$ cat config.mk
export PLATFORM = sky130hd
export DESIGN_NAME = arrow_input
export DESIGN_NICKNAME = d
export VERILOG_FILES = /design/src/rtl/arrow_input.sv
export SDC_FILE = /design/constraint.sdc
export NUM_CORES = 1
export LEC_CHECK = 0
export BUFFER_PORTS_ARGS = -buffer_cell sky130_fd_sc_hd__buf_2
export CORE_UTILIZATION = 44
export CTS_CLUSTER_DIAMETER = 40
export CTS_CLUSTER_SIZE = 24
export DETAILED_ROUTE_END_ITERATION = 10
export GPL_TIMING_DRIVEN = 0
export HOLD_SLACK_MARGIN = 0.03
export PLACE_DENSITY_LB_ADDON = 0.25
export SYNTH_ARGS = -nofsm -noshare
export SYNTH_HDL_FRONTEND = slang
export SYNTH_SLANG_ARGS = --single-unit
$ cat constraint.sdc
create_clock -name clk -period 3.2 [get_ports clk]
set_input_delay 0.16 -clock clk [delete_from_list [all_inputs] [get_ports clk]]
set_output_delay 0.16 -clock clk [all_outputs]
set_load 0.01 [all_outputs]
$ cat src/rtl/arrow_input.sv
// Arrow-button front end: sync, debounce and edge-detect four buttons, then queue up to two turns for the game.
// Latency: raw change to press_pulse = 2 + DEBOUNCE_CYCLES + 1 cycles; press_pulse to dir/queue_count = 1 cycle.
// Backpressure: none; a request arriving while the turn queue is full (and no step pops it) is dropped.
//
// Ports:
//   clk, reset            single clock, synchronous active-high reset
//   arrow_up/arrow_down   raw active-low buttons (asynchronous)
//   arrow_left/right      raw active-high buttons (asynchronous)
//   step                  one-cycle move tick from the game; consumes one direction
//   dir                   direction for the next move (0 up, 1 down, 2 left, 3 right)
//   press_pulse           one-cycle debounced press strobes {right,left,down,up}
//   queue_count           turn-queue occupancy, 0..2
//
// Build option: define REVERSE_LOCK_EN to drop requests that reverse the tail direction.
module arrow_input #(
  parameter int DEBOUNCE_CYCLES = 50_000,
  parameter int CNT_W           = 16
) (
  input  logic       clk,
  input  logic       reset,
  input  logic       arrow_up,
  input  logic       arrow_down,
  input  logic       arrow_left,
  input  logic       arrow_right,
  input  logic       step,
  output logic [1:0] dir,
  output logic [3:0] press_pulse,
  output logic [1:0] queue_count
);

  // Idle raw levels, {right,left,down,up}: up/down idle high, left/right idle low.
  localparam logic [3:0]       RELEASED = 4'b0011;
  localparam logic [CNT_W-1:0] CNT_LAST = CNT_W'(DEBOUNCE_CYCLES - 1);

  logic [3:0]       raw;
  logic [3:0]       synced;
  logic [3:0]       sync1_q, sync1_d;
  logic [3:0]       sync2_q, sync2_d;
  logic [CNT_W-1:0] cnt_q [4];
  logic [CNT_W-1:0] cnt_d [4];
  logic [3:0]       stable_q, stable_d;
  logic [3:0]       stable_prev_q, stable_prev_d;
  logic [3:0]       press_q, press_d;

  logic [1:0]       cur_dir_q, cur_dir_d;
  logic [1:0]       q0_q, q0_d;        // queue head
  logic [1:0]       q1_q, q1_d;        // second entry
  logic [1:0]       count_q, count_d;

  logic             req_vld;
  logic [1:0]       req_dir;
  logic [1:0]       tail;
  logic             req_ok;
  logic             push;
  logic             pop;

  assign raw    = {arrow_right, arrow_left, arrow_down, arrow_up};
  // XOR with the idle level so every button reads pressed = 1.
  assign synced = sync2_q ^ RELEASED;

  // Synchroniser, debounce and press edge detect.
  always_comb begin
    sync1_d       = raw;
    sync2_d       = sync1_q;
    stable_d      = stable_q;
    for (int k = 0; k < 4; k++) begin
      cnt_d[k] = '0;
      if (synced[k] != stable_q[k]) begin
        // The cycle that would make the count reach DEBOUNCE_CYCLES accepts the new level.
        if (cnt_q[k] == CNT_LAST) begin
          stable_d[k] = synced[k];
        end else begin
          cnt_d[k] = cnt_q[k] + CNT_W'(1);
        end
      end
    end
    stable_prev_d = stable_q;
    press_d       = stable_q & ~stable_prev_q;
  end

  // Turn queue.
  always_comb begin
    req_vld = |press_q;
    req_dir = 2'd0;
    if (press_q[0]) begin
      req_dir = 2'd0;
    end else if (press_q[1]) begin
      req_dir = 2'd1;
    end else if (press_q[2]) begin
      req_dir = 2'd2;
    end else begin
      req_dir = 2'd3;
    end

    // Requests are checked against the newest pending direction, before any pop this cycle.
    if (count_q == 2'd2) begin
      tail = q1_q;
    end else if (count_q == 2'd1) begin
      tail = q0_q;
    end else begin
      tail = cur_dir_q;
    end

`ifdef REVERSE_LOCK_EN
    // Directions pair up as {0,1} and {2,3}, so flipping bit 0 gives the opposite.
    req_ok = req_vld && (req_dir != tail) && (req_dir != (tail ^ 2'd1));
`else
    req_ok = req_vld && (req_dir != tail);
`endif

    pop  = step && (count_q != 2'd0);
    // A full queue only takes a new entry when a step frees the head in the same cycle.
    push = req_ok && ((count_q != 2'd2) || pop);

    cur_dir_d = step ? dir : cur_dir_q;
    q0_d      = q0_q;
    q1_d      = q1_q;
    count_d   = count_q;
    case ({pop, push})
      2'b10: begin
        q0_d    = q1_q;
        count_d = count_q - 2'd1;
      end
      2'b01: begin
        if (count_q == 2'd0) begin
          q0_d = req_dir;
        end else begin
          q1_d = req_dir;
        end
        count_d = count_q + 2'd1;
      end
      2'b11: begin
        if (count_q == 2'd1) begin
          q0_d = req_dir;
        end else begin
          q0_d = q1_q;
          q1_d = req_dir;
        end
      end
      default: begin
      end
    endcase
  end

  always_ff @(posedge clk) begin
    if (reset) begin
      sync1_q       <= RELEASED;
      sync2_q       <= RELEASED;
      for (int k = 0; k < 4; k++) begin
        cnt_q[k] <= '0;
      end
      stable_q      <= '0;
      stable_prev_q <= '0;
      press_q       <= '0;
      cur_dir_q     <= 2'd0;
      q0_q          <= 2'd0;
      q1_q          <= 2'd0;
      count_q       <= 2'd0;
    end else begin
      sync1_q       <= sync1_d;
      sync2_q       <= sync2_d;
      for (int k = 0; k < 4; k++) begin
        cnt_q[k] <= cnt_d[k];
      end
      stable_q      <= stable_d;
      stable_prev_q <= stable_prev_d;
      press_q       <= press_d;
      cur_dir_q     <= cur_dir_d;
      q0_q          <= q0_d;
      q1_q          <= q1_d;
      count_q       <= count_d;
    end
  end

  assign dir         = (count_q != 2'd0) ? q0_q : cur_dir_q;
  assign press_pulse = press_q;
  assign queue_count = count_q;

endmodule

* After elaboration in Yosys (flattened, before gate mapping)
Memory sizes are Yosys's and may differ from the RTL's.
Index checks and enable logic that the tools add are counted.
** Cells by class
- $add $sub $neg :: 6
- $mul :: 0
- Div/mod/pow operators :: 0
- Order comparisons :: 0
- Equal/unequal tests :: 18
- Shift operators :: 0
- Multiplexer cells :: 28
- Bitwise logic cells :: 7
- Reductions and logical operators :: 16
** Operator list (count)
- $mux 16 :: 12
- $add 16x1->16 const B :: 4
- $eq 16x16->1 const B :: 4
- $mux 2 :: 9
- $reduce_and 2->1 :: 5
- $ne 2x2->1 const B :: 4
- $pmux 2 s2 :: 2
- $eq 2x2->1 const B :: 3
- $pmux 2 s3 :: 1
- $reduce_bool 2->1 :: 3
- $and 4x4->4 :: 1
- $eq 2x1->1 const B :: 2
- $mux 1 :: 4
- $ne 1x1->1 :: 4
- $not 4->4 :: 1
- $or 1x1->1 :: 4
- $reduce_or 4->1 :: 1
- $logic_and 1x1->1 :: 3
- $reduce_and 3->1 :: 1
- $reduce_bool 3->1 :: 1
- $add 2x1->2 const B :: 1
- $logic_not 2->1 :: 1
- $ne 2x2->1 :: 1
- $not 2->2 :: 1
- 2 further kinds :: 2
** Word-level totals
- Register bits :: 28
- Bits in latches :: 0
- RAM bits :: 64
- Memory bits (read-only) :: 0
- Input bits :: 7
- Memories kept :: 1
** Memories
- cnt_q :: depth 4, bits a word 16, rd ports 4, clocked after Yosys merged registers in 0, wr ports 4, line 39 : logic [CNT_W-1:0] cnt_q [4];

* Logic depth before layout (Yosys ltp)
Gate-level depths: netlist of the first run.
- Word-level depth :: 9
- Depth in mapped cells :: 14

* Worst setup path before layout of the first run
No wires, ideal clock.
- Path kind :: register -> register
- Start point :: register count_q[1], in the netlist queue_count[1]
- End point :: register q0_q[0]
- Library setup time :: 0.123 ns
- Arrival time :: 2.518 ns
- Required time :: 3.077 ns
- Path slack :: 0.558 ns
- Stages on the path, launching flop included :: 14
- Path buffers :: 0
- Clock period less this slack :: 2.642 ns
- Cells stage by stage :: dfxtp_1 inv_1 ha_1 mux2_4 mux2i_4 a21oi_1 o21bai_1 o221a_2 ha_1 nand2_1 nand2_1 a22oi_1 nor2_1 mux2_1
** On the way
- Word-level cells in the longest chain between the ends :: 9
** RTL lines
- start, declared :: line 48 : logic [1:0] count_q, count_d;
- start signal, assigned :: line 171 : count_q <= count_d;
- $eq 2x1->1 :: line 98, 133
- $mux 2 :: line 98 : end else if (count_q == 2'd1) begin
- $mux 2 :: line 96 : if (count_q == 2'd2) begin
- $ne 2x2->1 :: line 108 : req_ok = req_vld && (req_dir != tail);
- $logic_and 1x1->1 :: line 108
- $logic_and 1x1->1 :: line 113 : push = req_ok && ((count_q != 2'd2) || pop);
- $eq 2x1->1 / $eq 2x2->1 (equally long branches) :: line 119 : case ({pop, push})
- $ne 2x2->1 (no source line) / $reduce_bool 3->1 (equally long branches)
- $reduce_and 2->1 (no source line)
- end signal, assigned :: line 169 : q0_q <= q0_d;
- end, declared :: line 46 : logic [1:0] q0_q, q0_d;
Parallel ways exist; a longest one is shown, timed or not.
A chain may end at the register's enable or synchronous reset.

* Worst setup path in the final report of the first run
- Start point :: register count_q[1], in the netlist queue_count[1]
- End point :: register q0_q[1]
The elaborated chain is that of the path after synthesis.

==> results.toml, run 1 <==
[routing]
dr.pass1.iters = 4
drc = 0
viasPerCell = 4.96
drtIter0Drc = 67
routedWlPerCell_um = 11.2
ant_nets = 0
drt-total-wl_mm = 6.34
vias = 2815

[finish]
diodes = 0
areaGrowthSynthToFinish_pct = 10.5
nets = 475
postLayoutCellArea_mm2 = 0.00430
layout-drive-gt1-share = 0.0972
fin_cells = 568
fill_cells = 764

[cts]
clock_path_buffers = 2
cts-root-buf = "clkbuf_8"
cts_hold_buf = 3
htree_num_levels = 3
tritoncts = "yes"
worstSkewPairLatency_ns = 0.36
numCtsBuffers = 9
clkTransAtPathRegs_ns = 0.09
post-cts-setup-buffers = 0
cts-resized-gates = 0
clock_sinks = 92

[synthesis]
syn_inst = 430
yosys_warnings = 0
seq_area_frac_synth = 0.473
synth_edf_count = 0
synthFlopType = "dfxtp_1"
ys_ff_latch = 92
avgSynthCellArea_um2 = 9.05
synth.area.top_cells = "dfxtp_1 (47%), nor2_1 (7.9%), xor2_1 (7.7%), xnor2_1 (5.6%), nand2_1 (3.4%)"
syn-num-nets = 447
synthArstFlopShare = 0
yosysUniqueCellTypes = 41
yosysMostFrequentCell = "dfxtp_1"
syn-cell-area_mm2 = 0.00389
synth_top_area_cell = "dfxtp_1"
synth_top_area_share = 0.473
yosys-top-cells-count = "dfxtp_1 (92), nor2_1 (82), nand2_1 (35), xor2_1 (34), xnor2_1 (25)"

[place]
dp.cells = 549
placed_cell_area_mm2 = 0.00409
io_buffers = 14
place_congestion = 0.809
hpwl_mm = 4.59

[flow_run]
cap_viol_max_count = 0

[worst_setup_path]
crit_arrival_ns = 3.11
rrSetupSlack_ns = 0.33
end_kind = "register"
crit_path_start = "queue_count[1]"
crit_type = "register to register"
worstSetupStartpointType = "register"
path_cells = "inv_1 > ha_1 > mux2i_1 > o21ai_2 > xnor2_1 > o22ai_1 > o21bai_1 > o221a_2 > ha_1 > nand2_1 > nand2_1 > a22oi_1 > nor2_1 > mux2_1"
timing.rr.start = "queue_count[1]"
path_max_fanout = 4
required_ns = 3.44
max_stage_delay_ns = 0.35
slowest_stage = "mux2i_1"

[floorplan]
fp.dieW_um = 96.0
row_count = 33
initial_core_util = 0.464
ios = 15
dieArea_mm2 = 0.00922
coreArea_mm2 = 0.00838
die_y_um = 96.0

[pwr]
peakVddDrop_uv = 235
p_leak_uw = 0.00149
power_density_mw_per_mm2 = 451

[status]
run_status = "complete, no violations"

[sta]
rsz0062_at_grt = "no"
worstMarginPinSlew_ns = 0.494
hold_viol_final = 0
skew_ns = 0.0124
min_period_ns = 2.87
fin_crit_sh = 0.898
drv_slew = 0
slew_headroom = 0.671
fmax_mhz = 348
tns_ns = 0
setup_violations = 0

[global_route]
grt-ovfl-total = 0
antenna_found_initial = 0
grt_usage = 0.150
grt_max_degree = 17
grt_pass1_vias = 2537
grt_pass1_wl_mm = 10.7

[hold_path]
hold_start = "arrow_right"
hp-class = "input pin to register"
[cells by family after synthesis]
logic type,Yosys count,share of synthesized area
mux,13,0.0392
compound gates,24,0.0396
xor+xnor,59,0.133
flops,92,0.473
buf+inv,23,0.0264
fa+ha+maj,10,0.0322
simple gates,209,0.257
[state kept, by name, summed over array words and instances, names as in the netlist, 4 cells and up]
| signal | cells |
|---|---|
| press_pulse | 4 |
| sync1_q | 4 |
| stable_prev_d | 4 |
| stable_prev_q | 4 |
| cnt_q | 64 |
| sync2_q | 4 |
[final timing paths]
path,to,cells past startpoint
hold / removal,sync1_q[3],2
setup reg to reg,q0_q[1],14
setup / recovery,q0_q[1],14
hold reg to reg,press_pulse[3],1
[metrics by stage]
step                setup slack [ns]  hold WS, ns   util  total power [uW]
floorplan                      0.558        0.264      -              1250
global placement               0.419        0.350  0.488              1270
detailed placement             0.346        0.348  0.488              1280
CTS                            0.324       0.0458  0.513              1960
global route                   0.127       0.0444  0.513              2020
finish                         0.327       0.0389  0.513              1940
[per-layer routing]
layer  share of wire  vias up  track usage
met2            0.45       22        0.239
met5               0        -            0
li1                -     1493            -
met3           0.024        8       0.0355
met1            0.51     1292        0.192
met4           0.014        0       0.0709
[report_power, final]
| part | internal (uW) | switching, uW | leakage, uW |
|---|---|---|---|
| Clock | 284 | 403 | 0.0000856 |
| Combinational | 38.2 | 51.9 | 0.000663 |
| Sequential | 1150 | 6.95 | 0.000743 |
[critical path, delay by kind of cell (launching register included)]
family | cells | cell delay, ns
flops | 1 | 0.34
buf+inv | 1 | 0.08
fa+ha+maj | 2 | 0.48
simple gates | 3 | 0.23
xor+xnor | 1 | 0.13
compound gates | 5 | 0.85
mux | 2 | 0.65
[cell usage in the layout, fill, tap and decap left out, types with 7 or more instances in the layout]
| cell type | netlist | layout |
|---|---|---|
| ha_1 | 10 | 10 |
| nand2_1 | 35 | 35 |
| inv_1 | 14 | 14 |
| nor3_1 | 10 | 10 |
| dfxtp_1 | 92 | 92 |
| nor2_1 | 82 | 82 |
| buf_2 | 0 | 14 |
| a21oi_1 | 10 | 10 |
| mux2i_1 | 7 | 7 |
| xnor2_1 | 25 | 25 |
| nand3_1 | 23 | 23 |
| nor2b_1 | 15 | 15 |
| nand4_1 | 11 | 11 |
| clkbuf_8 | 0 | 9 |
| and3_1 | 9 | 9 |
| xor2_1 | 34 | 34 |
[area by class of cell]
| type | count | area, um^2 | share of cell area |
|---|---|---|---|
| multi-input combinational | 315 | 1950 | 0.453 |
| sequential | 92 | 1840 | 0.429 |
| clock buffer | 9 | 124 | 0.0288 |
| clock inverter | 7 | 51.3 | 0.0119 |
| tap | 105 | 131 | 0.0306 |
| timing repair buffer | 17 | 100 | 0.0233 |
| buffer | 9 | 50.0 | 0.0116 |
| inverter | 14 | 52.6 | 0.0122 |
(Power assumes the default switching activity.)
==> inputs of run 2 (changes only) <==
- CORE_UTILIZATION: 44 -> 45
==> run 2 against run 1 <==
Effect of this change: global-route usage increased by 0.41 points; worst setup slack improved by 0.0054 ns; sequential power about the same; sequential share of layout area fell by 0.15 points; final area rose by 0.35%; wire length rose by 3.2%; combinational power about the same; clock-buffer cell count rose by 3; critical path depth unchanged; clock skew down 0.0051 ns; critical path type unchanged; largest cell class unchanged; largest power group unchanged; highest routed layer unchanged.
==> results.toml, run 2 (synthesized netlist as in run 1, its figures left out) <==
[status]
run_status = "complete, no violations"

[cts]
cts-resized-gates = 0
clock_path_buffers = 2
cts-root-buf = "clkbuf_8"
worstSkewPairLatency_ns = 0.34
clock_sinks = 92
post-cts-setup-buffers = 0
clkTransAtPathRegs_ns = 0.08
htree_num_levels = 3
numCtsBuffers = 9
tritoncts = "yes"
cts_hold_buf = 3

[place]
io_buffers = 14
place_congestion = 0.815
hpwl_mm = 4.77
pre_cts_ws_ns = 0.364

[routing]
dr.pass1.iters = 4
vias = 2814
drtIter0Drc = 87
viasPerCell = 4.97
drt-total-wl_mm = 6.55
ant_nets = 0
routedWlPerCell_um = 11.6
drc = 0

[worst_setup_path]
crit_type = "register to register"
end_kind = "register"
timing.rr.end = "q0_q[0]"
crit_arrival_ns = 3.09
reg2reg_depth = 14
path_cells = "inv_1 > ha_1 > mux2i_1 > o21ai_2 > xnor2_1 > o22ai_1 > o21bai_1 > o221a_2 > ha_1 > inv_1 > nand2_1 > a22oi_1 > nor2_1 > mux2_1"
worstSetupStartpointType = "register"
rrSetupSlack_ns = 0.33
timing.rr.start = "queue_count[1]"
required_ns = 3.43
max_stage_delay_ns = 0.35
path_max_fanout = 4
slowest_stage = "dfxtp_1"

[floorplan]
coreArea_mm2 = 0.00830
dieArea_mm2 = 0.00902
die_y_um = 95.0
fp.dieW_um = 95.0
row_count = 33
ios = 15
initial_core_util = 0.469

[sta]
min_period_ns = 2.87
skew_ns = 0.00725
rsz0062_at_grt = "no"
fmax_mhz = 349
drv_slew = 0
worstMarginPinSlew_ns = 0.489
layout_setup_ws_ns = 0.333
setup_violations = 0
tns_ns = 0
fin_crit_sh = 0.896
slew_headroom = 0.674
hold_viol_final = 0

[hold_path]
hold_depth = 2
hold_start = "arrow_right"
hp-class = "input pin to register"
hold_end = "sync1_q[3]"

[global_route]
grt_pass1_vias = 2621
grt_usage = 0.155
antenna_found_initial = 0
grt-ovfl-total = 0
grt_max_degree = 14
grt_pass1_wl_mm = 11.1

[finish]
largest_reg_flops = 64
layout-drive-gt1-share = 0.0911
nets = 475
areaGrowthSynthToFinish_pct = 10.8
layout_commonest_cell = "dfxtp_1"
most-common-layout-cells = "dfxtp_1 (92), nor2_1 (82), nand2_1 (35)"
regMostFlops = "cnt_q"
diodes = 0

[pwr]
power_density_mw_per_mm2 = 465
peakVddDrop_uv = 345
p_leak_uw = 0.00150

[flow_run]
cap_viol_max_count = 0
## run 2: critical path, delay by kind of cell, from the launching register on
kind	cells	cell delay, ns
AOI/OAI and AO/OA	5	0.84
muxes	2	0.64
adders and majority gates	2	0.49
DFF	1	0.35
buffers and inverters	2	0.19
xor gates and xnor gates	1	0.13
and+or+nand+nor	2	0.12
## run 2: metal layers
layer | GRT usage | part of all wire | up-vias
li1 | - | - | 1482
met1 | 0.193 | 0.51 | 1303
met3 | 0.0362 | 0.022 | 6
met4 | 0.0606 | 0.011 | 0
met5 | 0 | 0 | -
met2 | 0.257 | 0.46 | 23
## run 2: where the power goes
part | internal [uW] | total (uW) | switching, uW
registers | 1150 | 1160 | 7.51
clock network | 395 | 755 | 360
logic | 38.0 | 90.1 | 52.1
total | 1590 | 2010 | 420
## run 2: worst max path at each step
stage	from	end	slack [ns]	cells past startpoint
floorplan	queue_count[1]	q0_q[0]	0.56	13
global placement	queue_count[0]	q0_q[0]	0.43	13
detailed placement	queue_count[1]	q0_q[1]	0.36	14
CTS	queue_count[1]	q0_q[0]	0.34	14
global route	queue_count[0]	q0_q[1]	0.11	13
finish	queue_count[1]	q0_q[0]	0.33	14
## run 2: per-stage QoR
stage	cell area (um^2)	total power [uW]	instances	hold slack, ns	utilization
floorplan	3890	1250	430	0.264	-
global placement	4090	1270	549	0.344	0.493
detailed placement	4090	1280	549	0.344	0.493
CTS	4310	2030	566	0.0445	0.520
global route	4310	2080	566	0.0565	0.520
finish	4310	2010	566	0.0504	0.520
## run 2: layout make-up
cell class | instances | area (um^2)
Fill cell | 790 | 3990
Multi-Input combinational cell | 315 | 1950
Sequential cell | 92 | 1840
Clock buffer | 12 | 155
Tap cell | 105 | 131
Timing Repair Buffer | 17 | 100
Inverter | 14 | 52.6
Buffer | 9 | 50.0
Clock inverter | 2 | 35.0
==> inputs of run 3 (changes only) <==
- BUFFER_PORTS_ARGS: -buffer_cell sky130_fd_sc_hd__buf_2 -> not set
- DONT_BUFFER_PORTS: not set -> 1
==> run 3 against run 2 <==
Effect of this change: non-clock buffer count is 12 lower; combinational power is 8.5% lower; worst setup slack worse by 0.084 ns; clock-buffer cell count is 1 lower; via count is 1.7% lower; maximum frequency is 2.8% lower; first-iteration DRC count is 13% lower; sequential cell count stayed put; global-route usage is 0.14 points higher; die area stayed put; largest cell class unchanged; critical endpoint unchanged; sequential share of layout area is 0.17 points lower.
==> results.toml, run 3 (synthesized netlist as in run 1, its figures left out) <==
[floorplan]
die_y_um = 95.0
fp.dieW_um = 95.0
dieArea_mm2 = 0.00902
row_count = 33
ios = 15
coreArea_mm2 = 0.00830
initial_core_util = 0.469

[finish]
regMostFlops = "cnt_q"
diodes = 0
largest_reg_flops = 64
most-common-layout-cells = "dfxtp_1 (92), nor2_1 (82), nand2_1 (35)"
layout_commonest_cell = "dfxtp_1"
fin_util = 0.522
nets = 463
areaGrowthSynthToFinish_pct = 11.3
layout-drive-gt1-share = 0.0687
postLayoutCellArea_mm2 = 0.00433

[global_route]
antenna_found_initial = 0
grt_pass1_wl_mm = 11.0
grt-ovfl-total = 0
grt_pass1_vias = 2570
grt_usage = 0.156
grt_max_degree = 16

[sta]
fin_crit_sh = 0.922
slew_headroom = 0.672
fmax_mhz = 339
rsz0062_at_grt = "no"
tns_ns = 0
setup_violations = 0
hold_viol_final = 0
worstMarginPinSlew_ns = 0.492
drv_slew = 0
skew_ns = 0.00663
layout_setup_ws_ns = 0.249
min_period_ns = 2.95

[worst_setup_path]
path_common_cell = "ha_1"
slowest_stage = "dfxtp_1"
path_cells = "ha_1 > mux2i_1 > o21ai_2 > xnor2_1 > o22ai_1 > o21bai_1 > o221a_2 > ha_1 > inv_1 > nand2_1 > a22oi_1 > nor2_1 > mux2_1"
worstSetupStartpointType = "register"
max_stage_delay_ns = 0.45
crit_type = "register to register"
crit_arrival_ns = 3.19
crit_family = "compound AO/OA/AOI/OAI gates"
required_ns = 3.44
end_kind = "register"
critPathBufInv = 1
path_max_fanout = 5

[pwr]
p_leak_uw = 0.00147
peakVddDrop_uv = 299
power_density_mw_per_mm2 = 508
total_power_uw = 2200

[place]
hpwl_mm = 4.71
place_congestion = 0.797
pre_cts_ws_ns = 0.293
io_buffers = 0
placed_cell_area_mm2 = 0.00402

[flow_run]
cap_viol_max_count = 0

[status]
run_status = "complete, no violations"

[cts]
cts-resized-gates = 0
tritoncts = "yes"
clkTransAtPathRegs_ns = 0.08
worstSkewPairLatency_ns = 0.35
cts-root-buf = "clkbuf_8"
post-cts-setup-buffers = 0
clock_path_buffers = 2
numCtsBuffers = 9
clock_sinks = 92
htree_num_levels = 3

[routing]
wl_met2_mm = 3.01
vias = 2765
wl_met1_mm = 3.23
drtIter0Drc = 76
routedWlPerCell_um = 11.7
drc = 0
route.met3.wl_um = 202
highest_layer = "met4"
drt-total-wl_mm = 6.51
dr.pass1.iters = 4
viasPerCell = 4.97
ant_nets = 0

[hold_path]
hp-class = "input pin to register"
==> run 3: repair_timing <==
| action | 4_1_cts | 5_1_grt |
|---|---|---|
| hold endpoints to repair | 5 | 0 |
| hold buffers | 5 | 0 |
| setup endpoints to repair | 0 | 0 |
==> run 3: where the power goes <==
part | internal, uW | switching [uW] | leakage (uW) | total, uW
logic | 34.9 | 47.5 | 0.000603 | 82.4
registers | 1150 | 9.22 | 0.000743 | 1160
clock network | 564 | 391 | 0.000126 | 955
==> run 3: cell type report <==
class	instances	area (um^2)
clock inverters	5	106
clock buffers	11	151
inverters	14	52.6
well taps	105	131
plain buffers	9	50.0
fillers	806	3970
flip-flops and latches	92	1840
multi-input cells	315	1950
repair buffers	5	50.0
==> run 3: final timing paths <==
kind | startpoint | end | slack [ns] | cells past startpoint
max | queue_count[0] | q0_q[0] | 0.25 | 13
min | reset | cnt_q[2][1] | 0.06 | 2
max reg2reg | queue_count[0] | q0_q[0] | 0.25 | 13
min reg2reg | stable_prev_q[0] | press_pulse[0] | 0.38 | 1
==> run 3: per-stage QoR <==
stage               instances  hold WS, ns
finish                    556       0.0551
global route              556       0.0585
CTS                       556       0.0324
detailed placement        535        0.266
global placement          535        0.266
floorplan                 430        0.264
==> run 3: worst register-to-register path, cell delays in order (launching register included) <==
cell and delay (ns):
dfxtp_1 0.45, ha_1 0.30, mux2i_1 0.34, o21ai_2 0.10, xnor2_1 0.13, o22ai_1 0.20, o21bai_1 0.09, o221a_2 0.28
ha_1 0.24, inv_1 0.10, nand2_1 0.07, a22oi_1 0.19, nor2_1 0.06, mux2_1 0.30
==> run 3: routing by layer <==
layer	up-vias	track usage
li1	1469	-
met1	1258	0.191
met2	31	0.258
met3	7	0.0459
met4	0	0.0556
met5	-	0
